**config.mk**
```make
export PLATFORM = sky130hd
export DESIGN_NAME = mulacc_feeder
export DESIGN_NICKNAME = d
export VERILOG_FILES = /design/src/rtl/mulacc_feeder.sv
export SDC_FILE = /design/constraint.sdc
export NUM_CORES = 1
export LEC_CHECK = 0
export CORE_MARGIN = 5
export CORE_UTILIZATION = 30
export CTS_CLUSTER_DIAMETER = 80
export DETAILED_ROUTE_END_ITERATION = 16
export PLACE_DENSITY = 0.69
export SETUP_SLACK_MARGIN = 0.02
export SLEW_MARGIN = 15
export SYNTH_ARGS = -nofsm -noshare
export SYNTH_HDL_FRONTEND = slang
export SYNTH_SLANG_ARGS = --single-unit
```
**constraint.sdc**
```tcl
create_clock -name clk_i -period 3.33 [get_ports clk_i]
set_input_delay 0.666 -clock clk_i [delete_from_list [all_inputs] [get_ports clk_i]]
set_output_delay 0.666 -clock clk_i [all_outputs]
set_load 0.01 [all_outputs]
```
**src/rtl/mulacc_feeder.sv**
```systemverilog
// Dot-product operand sequencer: streams operand pairs from two sync-read RAMs into a MAC and captures the sum.
// `FEEDER_STRIDE_EN adds b_stride_i so the B address steps by a programmable stride (matrix column access).
module mulacc_feeder #(
  parameter int ADDR_W  = 8,
  parameter int ACC_LAT = 1
) (
  input  logic              clk_i,
  input  logic              reset_i,
  input  logic              start_i,
  input  logic [ADDR_W-1:0] base_a_i,
  input  logic [ADDR_W-1:0] base_b_i,
  input  logic [ADDR_W:0]   len_i,
`ifdef FEEDER_STRIDE_EN
  input  logic [ADDR_W-1:0] b_stride_i,
`endif
  output logic              mem_a_rd_o,
  output logic              mem_b_rd_o,
  output logic [ADDR_W-1:0] mem_a_addr_o,
  output logic [ADDR_W-1:0] mem_b_addr_o,
  input  logic [31:0]       mem_a_data_i,
  input  logic [31:0]       mem_b_data_i,
  output logic              mac_clear_o,
  output logic              mac_next_o,
  output logic [31:0]       mac_a_o,
  output logic [31:0]       mac_b_o,
  input  logic [64:0]       mac_psum_i,
  output logic              busy_o,
  output logic              done_o,
  output logic [64:0]       result_o
);

  // state | meaning
  // IDLE  | waiting for start_i
  // CLEAR | clear accumulator, issue first read
  // LOAD  | register returned operands
  // ISSUE | pulse mac_next, prefetch next pair
  // DRAIN | wait ACC_LAT cycles for the final sum
  // DONE  | one-cycle completion pulse
  typedef enum logic [2:0] {
    S_IDLE, S_CLEAR, S_LOAD, S_ISSUE, S_DRAIN, S_DONE
  } state_t;

  localparam logic [ADDR_W:0]   CNT_ONE  = (ADDR_W+1)'(1);
  localparam logic [3:0]        DRN_ONE  = 4'd1;
  localparam logic [3:0]        DRN_INIT = 4'(ACC_LAT);
  localparam logic [ADDR_W-1:0] A_STEP   = ADDR_W'(1);

  state_t            state_q, state_d;
  logic [ADDR_W-1:0] addr_a_q, addr_a_d;
  logic [ADDR_W-1:0] addr_b_q, addr_b_d;
  logic [ADDR_W:0]   cnt_q, cnt_d;
  logic [3:0]        drain_q, drain_d;
  logic [31:0]       mac_a_q, mac_a_d;
  logic [31:0]       mac_b_q, mac_b_d;
  logic [64:0]       result_q, result_d;
  logic [ADDR_W-1:0] b_step;
  logic              mem_rd;

`ifdef FEEDER_STRIDE_EN
  logic [ADDR_W-1:0] stride_q;

  always_ff @(posedge clk_i) begin
    if (reset_i) begin
      stride_q <= '0;
    end else if (state_q == S_IDLE && start_i) begin
      stride_q <= b_stride_i;
    end
  end

  assign b_step = stride_q;
`else
  assign b_step = ADDR_W'(1);
`endif

  always_ff @(posedge clk_i) begin
    if (reset_i) begin
      state_q  <= S_IDLE;
      addr_a_q <= '0;
      addr_b_q <= '0;
      cnt_q    <= '0;
      drain_q  <= '0;
      mac_a_q  <= '0;
      mac_b_q  <= '0;
      result_q <= '0;
    end else begin
      state_q  <= state_d;
      addr_a_q <= addr_a_d;
      addr_b_q <= addr_b_d;
      cnt_q    <= cnt_d;
      drain_q  <= drain_d;
      mac_a_q  <= mac_a_d;
      mac_b_q  <= mac_b_d;
      result_q <= result_d;
    end
  end

  always_comb begin
    state_d      = state_q;
    addr_a_d     = addr_a_q;
    addr_b_d     = addr_b_q;
    cnt_d        = cnt_q;
    drain_d      = drain_q;
    mac_a_d      = mac_a_q;
    mac_b_d      = mac_b_q;
    result_d     = result_q;
    mem_rd       = 1'b0;
    mac_clear_o  = 1'b0;
    mac_next_o   = 1'b0;
    done_o       = 1'b0;
    mem_a_addr_o = addr_a_q;
    mem_b_addr_o = addr_b_q;
    case (state_q)
      S_IDLE: begin
        if (start_i) begin
          if (len_i != '0) begin
            addr_a_d = base_a_i;
            addr_b_d = base_b_i;
            cnt_d    = len_i;
            state_d  = S_CLEAR;
          end else begin
            result_d = '0;
            state_d  = S_DONE;
          end
        end
      end
      S_CLEAR: begin
        mac_clear_o = 1'b1;
        mem_rd      = 1'b1;
        state_d     = S_LOAD;
      end
      S_LOAD: begin
        mac_a_d = mem_a_data_i;
        mac_b_d = mem_b_data_i;
        state_d = S_ISSUE;
      end
      S_ISSUE: begin
        mac_next_o   = 1'b1;
        cnt_d        = cnt_q - CNT_ONE;
        addr_a_d     = addr_a_q + A_STEP;
        addr_b_d     = addr_b_q + b_step;
        // Prefetch the next pair at the advanced addresses in the same cycle.
        mem_a_addr_o = addr_a_d;
        mem_b_addr_o = addr_b_d;
        if (cnt_q != CNT_ONE) begin
          mem_rd  = 1'b1;
          state_d = S_LOAD;
        end else begin
          drain_d = DRN_INIT;
          state_d = S_DRAIN;
        end
      end
      S_DRAIN: begin
        drain_d = drain_q - DRN_ONE;
        if (drain_q == DRN_ONE) begin
          result_d = mac_psum_i;
          state_d  = S_DONE;
        end
      end
      S_DONE: begin
        done_o  = 1'b1;
        state_d = S_IDLE;
      end
      default: state_d = S_IDLE;
    endcase
  end

  assign mem_a_rd_o = mem_rd;
  assign mem_b_rd_o = mem_rd;
  assign mac_a_o    = mac_a_q;
  assign mac_b_o    = mac_b_q;
  assign result_o   = result_q;
  assign busy_o     = (state_q != S_IDLE);

endmodule

```
==> impl_metrics.env <==
export IMPL_multiInputGateArea_um2=3450
export IMPL_intPower_mw=3.36
export IMPL_use_met3_pct=6.08
export IMPL_vdd_ir_drop_max_mv=0.269
export IMPL_drt_pre_antenna_iters=6
export IMPL_max_slew_margin_pct=40.2
export IMPL_antennaDiodeCount=0
export IMPL_postRouteAntennaNets=0
export IMPL_hold_viol_final=0
export IMPL_cp_common_cell="buf_4"
export IMPL_die_area_um2=26600
export IMPL_gp_congestion=0.833
export IMPL_clk_path_buf_depth=2
export IMPL_ios=308
export IMPL_p_clk_share_pct=40.3
export IMPL_max_cap_viol_count=0
export IMPL_syn_area_um2=7040
export IMPL_antenna_found_initial=0
export IMPL_crit_family="buffers and inverters"
export IMPL_seq_area_frac_synth_pct=45.8
export IMPL_cts_sinks=161
export IMPL_drive_gt1_share_pct=5.74
export IMPL_hp_class="reg -> reg"
export IMPL_ctsRootBufferMaster="clkbuf_16"
export IMPL_final_cells=1469
export IMPL_dpl_cell_count=1437
export IMPL_vias=7446
export IMPL_worstPathMaxFanout=31
export IMPL_worstSetupStartpointType="flop"
export IMPL_crit_chain="buf_4 -> nand3b_1 -> buf_4 -> inv_2 -> nand2_1 -> xnor2_1 -> clkdlybuf4s50_1"
export IMPL_worstSetupPathType="reg -> out"
export IMPL_area_growth_pct=55.1
export IMPL_synth_warnings=0
export IMPL_outcome="completed"
export IMPL_sw_frac_of_total_pct=27.1
export IMPL_use_met1_pct=22.1
export IMPL_nets=1300
export IMPL_worstPathRequired_ns=2.66
export IMPL_yosysTopAreaCell="dfxtp_1"
export IMPL_worst_pin_slew_ns=0.897
export IMPL_path_clk_slew_ns=0.07
export IMPL_final_cell_mix="306 x clkdlybuf4s50_1, 164 x nand2_1, 161 x dfxtp_1"
export IMPL_die_w_um=163
export IMPL_grt_overflow=0
export IMPL_fmax_ghz=0.321
export IMPL_coreArea_um2=23300
export IMPL_grt_first_pass_wirelength_um=37700
export IMPL_post_cts_buffers=0
export IMPL_dpl_worst_slack_ns=0.534
export IMPL_avgSynthCellArea_um2=8.01
export IMPL_async_flop_share_pct=0
export IMPL_hold_buffers=0
export IMPL_top_usage_layer="met2"
export IMPL_final_seq_area_um2=3220
export IMPL_cts_tree="done"
export IMPL_combPwrFrac_pct=15.1
export IMPL_initial_core_util_pct=30.2
export IMPL_grt_pass1_vias=7061
export IMPL_p_switching_mw=1.25
export IMPL_cpPeakStageDelay_ns=0.57
export IMPL_avgRoutedWirePerCell_um=16.6
export IMPL_ys_types=53
export IMPL_dp_hpwl_um=16300
export IMPL_ctsHtreeMaxLevel=4
export IMPL_initialDrtViolationCount=829
export IMPL_ys_flop_type="dfxtp_1"
export IMPL_synth_top_area_share_pct=45.8
export IMPL_synthCells=878
export IMPL_grt_usage_pct=17.3
export IMPL_synth_ff_latch_count=161
export IMPL_powerDensity_nw_per_um2=423
export IMPL_port_buffers=307
export IMPL_worstPathArrival_ns=2.45
export IMPL_synth_top_cells_by_area="dfxtp_1 46%, a21oi_1 11%, nand2_1 8.9%, o211ai_1 7.3%, nand3_1 5.5%"
export IMPL_grt_max_degree=162
export IMPL_clock_latency_ns=0.43
export IMPL_power_frac_seq_pct=44.5
export IMPL_drt_total_wl_um=24300
export IMPL_path_buf_inv=4
export IMPL_synth_nets=1041
export IMPL_drc=0
export IMPL_finClkSkew_ns=0.0194
export IMPL_die_y_um=163
export IMPL_cpMaxStageDelayCell="clkdlybuf4s50_1"
export IMPL_cts_resized=0
export IMPL_total_power_mw=4.61
export IMPL_hold_worst_slack_ns=0.453
export IMPL_mostFrequentLayoutCell="clkdlybuf4s50_1"
export IMPL_setup_viol=0
export IMPL_rsz0062_at_grt="false"
export IMPL_endpoint_kind="output pin"
export IMPL_fillers=2296
export IMPL_p_leak_nw=3.63
export IMPL_fin_setup_tns_ns=0
export IMPL_synth_edf_count=0
export IMPL_final_period_utilization_pct=93.7
export IMPL_fin_crit_ns=3.12
export IMPL_slew_viol_final=0
export IMPL_num_rows=56
export IMPL_setup_ws_ns=0.211
export IMPL_numCtsBuffers=17
export IMPL_met2_usage_pct=27.8
export IMPL_via_per_inst=5.07
-- worst paths after layout --
check                    from              end  slack [ns]  depth (start not counted)
hold / removal    mac_a_o[31]      mac_a_o[31]        0.45                          2
setup reg to reg   state_q[2]      addr_a_q[3]        0.88                          9
hold reg to reg   mac_a_o[31]      mac_a_o[31]        0.45                          2
setup / recovery   state_q[2]  mem_a_addr_o[2]        0.21                          7
-- power groups by stage --
stage	clock network [mW]	logic, mW	registers (mW)
after floorplan	0	0.284	2.11
after global placement	0	0.696	2.09
after detailed placement	0	0.699	2.10
after CTS	1.93	0.703	2.05
after global routing	2.02	0.754	2.07
final	1.86	0.698	2.05
-- cell families (layout without fill, tap and decap cells) --
group                      Yosys count  after routing  synth area share (%)
buffers and inverters               95            367                  5.41
adders and majority gates            6              6                  1.07
AOI/OAI and AO/OA                  272            272                  24.3
xor gates and xnor gates            15             15                  1.87
and+or+nand+nor                    329            329                  21.6
DFF                                161            161                  45.8
-- worst min-delay path, stage by stage, from the launching register on --
cell and delay (ns):
dfxtp_1 0.31, nand2_1 0.05, a21oi_1 0.05
-- state kept, by name, summed over array words and instances (netlist names) --
register	flops
result_o	65
mac_a_o	32
mac_b_o	32
cnt_q	9
addr_a_q	8
addr_b_q	8
drain_q	4
state_q	3
-- final cells by class --
class	count	share of cell area, %
Clock inverter	13	1.09
Tap cell	319	3.66
Sequential cell	161	29.5
Multi-Input combinational cell	622	31.6
Timing Repair Buffer	327	29.9
Clock buffer	19	3.97
Inverter	8	0.275
-- Yosys cell counts (6+ instances only) --
library cell / number
nand2_1: 166
dfxtp_1: 161
a21oi_1: 148
nand3_1: 77
o211ai_1: 68
clkbuf_1: 65
nor2_1: 21
nor3_1: 20
buf_2: 13
o32ai_1: 12
xnor2_1: 9
a311oi_1: 7
buf_1: 7
inv_1: 7
nand4_1: 7
ha_1: 6
xor2_1: 6
-- metrics by stage --
stage	utilization [%]	cell area (µm²)
after floorplan	-	7040
after global placement	44.5	10400
after detailed placement	44.5	10400
after CTS	46.9	10900
after global routing	46.9	10900
final	46.9	10900
-- metal layers --
layer | up-vias | share of wire (%)
li1 | 3673 | -
met3 | 31 | 8.6
met2 | 291 | 46
met1 | 3451 | 43
met5 | - | 0
met4 | 0 | 1.8
No activity file was read; power rests on OpenSTA's default activity.
